===== src/rtl/vga_sync_gen.sv =====
// vga_sync_gen: 640x480@60 VGA raster timing with counters, syncs, active-video flag and frame pulse/count.
// Define VGA_PIX_DIV_EN to advance the raster on every second clk (clk = 2x pixel clock).
module vga_sync_gen #(
  parameter int unsigned H_ACTIVE = 640,
  parameter int unsigned H_FP     = 16,
  parameter int unsigned H_SYNC   = 96,
  parameter int unsigned H_BP     = 48,
  parameter int unsigned V_ACTIVE = 480,
  parameter int unsigned V_FP     = 10,
  parameter int unsigned V_SYNC   = 2,
  parameter int unsigned V_BP     = 33
) (
  input  logic        clk,
  input  logic        rst,
  output logic [9:0]  x,
  output logic [9:0]  y,
  output logic        hsync,
  output logic        vsync,
  output logic        video_on,
  output logic        pix_tick,
  output logic        frame_start,
  output logic [15:0] frame_count
);

  localparam int unsigned H_TOTAL = H_ACTIVE + H_FP + H_SYNC + H_BP;
  localparam int unsigned V_TOTAL = V_ACTIVE + V_FP + V_SYNC + V_BP;

  localparam logic [9:0] H_LAST = 10'(H_TOTAL - 1);
  localparam logic [9:0] V_LAST = 10'(V_TOTAL - 1);
  localparam logic [9:0] H_ACT  = 10'(H_ACTIVE);
  localparam logic [9:0] V_ACT  = 10'(V_ACTIVE);
  localparam logic [9:0] HS_BEG = 10'(H_ACTIVE + H_FP);
  localparam logic [9:0] HS_END = 10'(H_ACTIVE + H_FP + H_SYNC);
  localparam logic [9:0] VS_BEG = 10'(V_ACTIVE + V_FP);
  localparam logic [9:0] VS_END = 10'(V_ACTIVE + V_FP + V_SYNC);

  // Flag values matching the decode of (0,0), loaded while in reset.
  localparam logic HSYNC_RST = !((H_ACTIVE + H_FP == 0) && (H_SYNC != 0));
  localparam logic VSYNC_RST = !((V_ACTIVE + V_FP == 0) && (V_SYNC != 0));
  localparam logic VIDEO_RST = (H_ACTIVE != 0) && (V_ACTIVE != 0);

  logic [9:0]  x_q, x_d;
  logic [9:0]  y_q, y_d;
  logic        hsync_q, hsync_d;
  logic        vsync_q, vsync_d;
  logic        video_on_q, video_on_d;
  logic        frame_start_q;
  logic        frame_wrap;
  logic [15:0] frame_count_q, frame_count_d;
  logic        advance;

`ifdef VGA_PIX_DIV_EN
  logic phase_q;

  always_ff @(posedge clk) begin
    if (rst) begin
      phase_q <= 1'b0;
    end else begin
      phase_q <= ~phase_q;
    end
  end

  assign advance = phase_q;
`else
  assign advance = 1'b1;
`endif

  always_comb begin
    x_d        = x_q;
    y_d        = y_q;
    frame_wrap = 1'b0;
    if (advance) begin
      if (x_q == H_LAST) begin
        x_d = '0;
        if (y_q == V_LAST) begin
          y_d        = '0;
          frame_wrap = 1'b1;
        end else begin
          y_d = y_q + 10'd1;
        end
      end else begin
        x_d = x_q + 10'd1;
      end
    end
  end

  // Flags decode the next-state counters so they land on the same edge as x/y.
  always_comb begin
    hsync_d       = !((x_d >= HS_BEG) && (x_d < HS_END));
    vsync_d       = !((y_d >= VS_BEG) && (y_d < VS_END));
    video_on_d    = (x_d < H_ACT) && (y_d < V_ACT);
    frame_count_d = frame_count_q + {15'd0, frame_wrap};
  end

  always_ff @(posedge clk) begin
    if (rst) begin
      x_q           <= '0;
      y_q           <= '0;
      hsync_q       <= HSYNC_RST;
      vsync_q       <= VSYNC_RST;
      video_on_q    <= VIDEO_RST;
      frame_start_q <= 1'b0;
      frame_count_q <= '0;
    end else begin
      x_q           <= x_d;
      y_q           <= y_d;
      hsync_q       <= hsync_d;
      vsync_q       <= vsync_d;
      video_on_q    <= video_on_d;
      frame_start_q <= frame_wrap;
      frame_count_q <= frame_count_d;
    end
  end

  assign x           = x_q;
  assign y           = y_q;
  assign hsync       = hsync_q;
  assign vsync       = vsync_q;
  assign video_on    = video_on_q;
  assign pix_tick    = advance;
  assign frame_start = frame_start_q;
  assign frame_count = frame_count_q;

endmodule


===== config.mk =====
export PLATFORM = sky130hd
export DESIGN_NAME = vga_sync_gen
export DESIGN_NICKNAME = d
export VERILOG_FILES = /design/src/rtl/vga_sync_gen.sv
export SDC_FILE = /design/constraint.sdc
export NUM_CORES = 1
export LEC_CHECK = 0
export ABC_AREA = 1
export BUFFER_PORTS_ARGS = -buffer_cell sky130_fd_sc_hd__buf_4
export CAP_MARGIN = 20
export CORE_ASPECT_RATIO = 0.6
export CORE_MARGIN = 3
export CORE_UTILIZATION = 41
export CTS_BUF_LIST = sky130_fd_sc_hd__clkbuf_16
export DETAILED_ROUTE_END_ITERATION = 16
export GPL_TIMING_DRIVEN = 0
export MAX_ROUTING_LAYER = met4
export PLACE_DENSITY = 0.71
export SYNTH_ARGS = -nofsm -noshare
export SYNTH_HDL_FRONTEND = slang
export SYNTH_SLANG_ARGS = --single-unit

===== constraint.sdc =====
create_clock -name clk -period 2.2 [get_ports clk]
set_input_delay 0.11 -clock clk [delete_from_list [all_inputs] [get_ports clk]]
set_output_delay 0.11 -clock clk [all_outputs]
set_load 0.03 [all_outputs]

==> metrics.yaml <==
place:
  hpwl_um: 3650
  gp_congestion: 0.806
  io_buffers: 41
  place_area_um2: 2480
  dp.cells: 392
detailed_routing:
  firstDrtPassIters: 6
  drtAntennaViolNets: 0
  totalWireLength_um: 6020
  wl_per_cell_um: 14.0
  drc: 0
  drt-vias-per-instance: 5.09
  drtIter0Drc: 153
  vias: 2195
global_routing:
  grt_use_total_pct: 21.4
  grt_antenna_before_repair: 0
  grt_max_degree: 14
  grt_pass1_wl_um: 9090
  grt_overflow: 0
  first_global_vias: 1912
worst_setup_path:
  cpPeakStageDelay_ns: 0.36
  timing.rr.end: "frame_count[6]$_SDFF_PP0_"
  worst-r2r-setup-slack_ns: -0.35
  cpMostUsedCell: "buf_4"
  crit_type: "flip-flop to flip-flop"
  r2r_start: "y[0]$_SDFF_PP0_"
  start_kind: "flip-flop"
  worstPathRequired_ns: 2.36
  crit_arrival_ns: 2.71
  slowest_stage: "dfxtp_4"
  cp-end-kind: "flip-flop"
  r2r_cells: 17
  worstPathCellList: "inv_4 -> ha_4 -> nand2_2 -> nor3_2 -> nand3_2 -> nor2_4 -> ha_4 -> ha_4 -> nand2_4 -> inv_2 -> nand4_1 -> buf_4 -> buf_4 -> buf_4 -> buf_4 -> o21ai_1 -> a21oi_1"
  path_max_fanout: 4
sta:
  rsz0062_at_grt: "true"
  slew_viol_final: 0
  fin_ws_ns: -0.349
  finalClockSkew_ns: 0.00209
  fmax_mhz: 392
  finalSetupViolations: 11
  hold_violations: 0
  max_slew_margin_pct: 56.0
  worst_pin_slew_ns: 0.660
  finalCriticalPeriod_ns: 2.55
  timing.final.crit_share_pct: 116
pwr:
  power_density_nw_per_um2: 528
  comb_power_share_pct: 3.8
  power.leakage_uw: 0.00140
  switching_power_uw: 344
  peakVddDrop_mv: 0.354
  p_int_uw: 1230
  sw_frac_of_total_pct: 21.8
  clkPwrFrac_pct: 49.7
  seq_power_share_pct: 46.4
final_layout:
  fin_nets: 375
  seqCellArea_um2: 822
  drive_gt1_share_pct: 34.5
  diodes: 0
  postLayoutCoreUtil_pct: 64.1
  design_area_um2: 2990
  num-fill-cells: 399
  final_common_cell: "buf_4"
  layout.cells.non_filler: 431
  multiInputGateArea_um2: 1190
  final_cell_mix: "buf_4, nand2_1, nor2_1, inv_1, dfxtp_1"
  syn2layout_area_growth_pct: 48.6
synth:
  syn-cell-area_um2: 2010
  yosys.cell_types.count: 28
  synth_compound_area_share_pct: 9.71
  yosysWarnings: 0
  syn_inst: 288
  ys_ff_latch: 40
  syn_avg_cell_area_um2: 6.98
  yosys.area_share.simple_pct: 36.4
  syn_nets: 296
  synthAdderAreaFrac_pct: 3.73
  synthMuxAreaShare_pct: 0
  synthXorXnorAreaFrac_pct: 1.74
  synth_top_family_by_area: "simple AND/OR/NAND/NOR gates"
  seq_area_frac_synth_pct: 39.8
worst_hold_path:
  hold_path_depth: 2
  hold_path_end: "x[2]$_SDFF_PP0_"
  hold_class: "primary input to flip-flop"
  hp-start: "rst"
job:
  cap_viol_max_count: 0
clocking:
  cts_tree: "yes"
  clock-root-buffer: "clkbuf_16"
  numClockSinks: 40
  path_clk_slew_ns: 0.06
  clk_latency_ns: 0.28
  h-tree-depth: 2
  clockBufferDepth: 2
  cts_inserted_buffers: 5
floorplanning:
  io_pins: 43
  dieWidth_um: 96.4
  die_area_um2: 5810
  die_height_um: 60.2
  core.rowCount: 19
  core-area_um2: 4660
  initial_core_util_pct: 43.2
outcome:
  violations: "setup timing"
  status: "finished, violations left"
## how the worst max path moves through the flow
| stage | startpoint | to | slack (ns) | depth (start not counted) |
|---|---|---|---|---|
| after global placement | y[0]$_SDFF_PP0_ | frame_count[14]$_SDFF_PP0_ | -0.36 | 17 |
| after detailed placement | x[0]$_SDFF_PP0_ | frame_count[14]$_SDFF_PP0_ | -0.42 | 17 |
| after floorplan | x[0]$_SDFF_PP0_ | frame_count[14]$_SDFF_PP0_ | -0.17 | 17 |
| final | y[0]$_SDFF_PP0_ | frame_count[6]$_SDFF_PP0_ | -0.35 | 17 |
| after global routing | y[0]$_SDFF_PP0_ | frame_count[14]$_SDFF_PP0_ | -0.52 | 17 |
| after CTS | x[0]$_SDFF_PP0_ | frame_count[14]$_SDFF_PP0_ | -0.17 | 17 |
## routing by layer
layer / vias to the layer above / share of wire, % / track usage (%) / routed length [um]
met1: 998 / 45 / 27.8 / 2680
met3: 13 / 8.7 / 6.29 / 526
met5: - / 0 / - / 0
li1: 1082 / - / - / -
met2: 102 / 45 / 31.9 / 2690
met4: 0 / 2.0 / 6.99 / 123
## cell usage after synthesis
| library cell | instances | area, um2 |
|---|---|---|
| nand2_1 | 66 | 248 |
| nor2_1 | 42 | 158 |
| dfxtp_1 | 40 | 801 |
| inv_1 | 36 | 135 |
| nand3_1 | 16 | 80.1 |
| a21oi_1 | 15 | 75.1 |
| o21ai_0 | 14 | 70.1 |
| nand4_1 | 11 | 68.8 |
| nor3_1 | 8 | 40.0 |
| ha_1 | 6 | 75.1 |
| nand2_2 | 5 | 31.3 |
| nor2_2 | 5 | 31.3 |
| clkbuf_1 | 4 | 15.0 |
| xor2_1 | 4 | 35.0 |
| a21boi_0 | 2 | 15.0 |
| nor2_8 | 2 | 40.0 |
| a21o_1 | 1 | 7.51 |
| a31oi_1 | 1 | 6.26 |
| buf_4 | 1 | 7.51 |
| buf_6 | 1 | 11.3 |
| conb_1 | 1 | 3.75 |
| nand2_4 | 1 | 11.3 |
| nand3b_2 | 1 | 11.3 |
| nor4_1 | 1 | 6.26 |
| o21ai_1 | 1 | 5.00 |
| o21ai_2 | 1 | 8.76 |
| o21bai_1 | 1 | 7.51 |
| or2_0 | 1 | 6.26 |
## layout make-up
class                   count  area share [%]
flip-flops and latches     40            27.5
inverters                  36            4.61
clock buffers               6            5.03
clock inverters             2           0.419
well taps                  63            2.64
plain buffers               6            1.26
repair buffers             72            18.6
multi-input cells         206            39.9
## through the flow
step	hold slack [ns]	setup slack (ns)	total power, uW	TNS [ns]
5_1_grt	0.00627	-0.517	1640	-4.61
3_5_place_dp	0.298	-0.420	803	-2.18
6_report	0.00280	-0.349	1580	-3.06
2_1_floorplan	0.180	-0.167	785	-0.613
4_1_cts	0.00107	-0.171	1590	-1.34
3_3_place_gp	0.295	-0.358	802	-1.81
## critical path, delay by kind of cell, from the launching register on
kind | cells | cell delay (ns)
AND/OR/NAND/NOR | 6 | 0.73
AO/OA/AOI/OAI | 2 | 0.21
adder cells (fa/ha/maj) | 3 | 0.44
flip-flops | 1 | 0.36
buffers and inverters | 6 | 0.68
## power groups by stage
stage / registers, uW / clock network, uW / logic (uW)
after floorplan: 762 / 0 / 23.5
after global placement: 754 / 0 / 48.3
after detailed placement: 754 / 0 / 49.2
after CTS: 736 / 800 / 59.1
after global routing: 733 / 837 / 66.1
final: 733 / 785 / 60.7
## flip-flops by register name, summed over array words and instances (netlist names)
signal / flops
frame_count: 16
x: 10
y: 10
frame_start: 1
hsync: 1
video_on: 1
vsync: 1
## timing repair
action	CTS	global route
pin swaps	12	16
gates resized for setup	15	20
gates cloned	0	0
endpoints found under the setup margin	8	11
hold buffers	0	0
setup buffers	23	10
## kinds of logic (layout without fill, tap and decap cells)
family,count (synthesis),after routing
AND/OR/NAND/NOR,159,159
buffers and inverters,42,122
flip-flops,40,40
AO/OA/AOI/OAI,36,36
adder cells (fa/ha/maj),6,6
XOR/XNOR,4,4
other,1,1
Note: power is estimated with default switching activity, not from simulation.
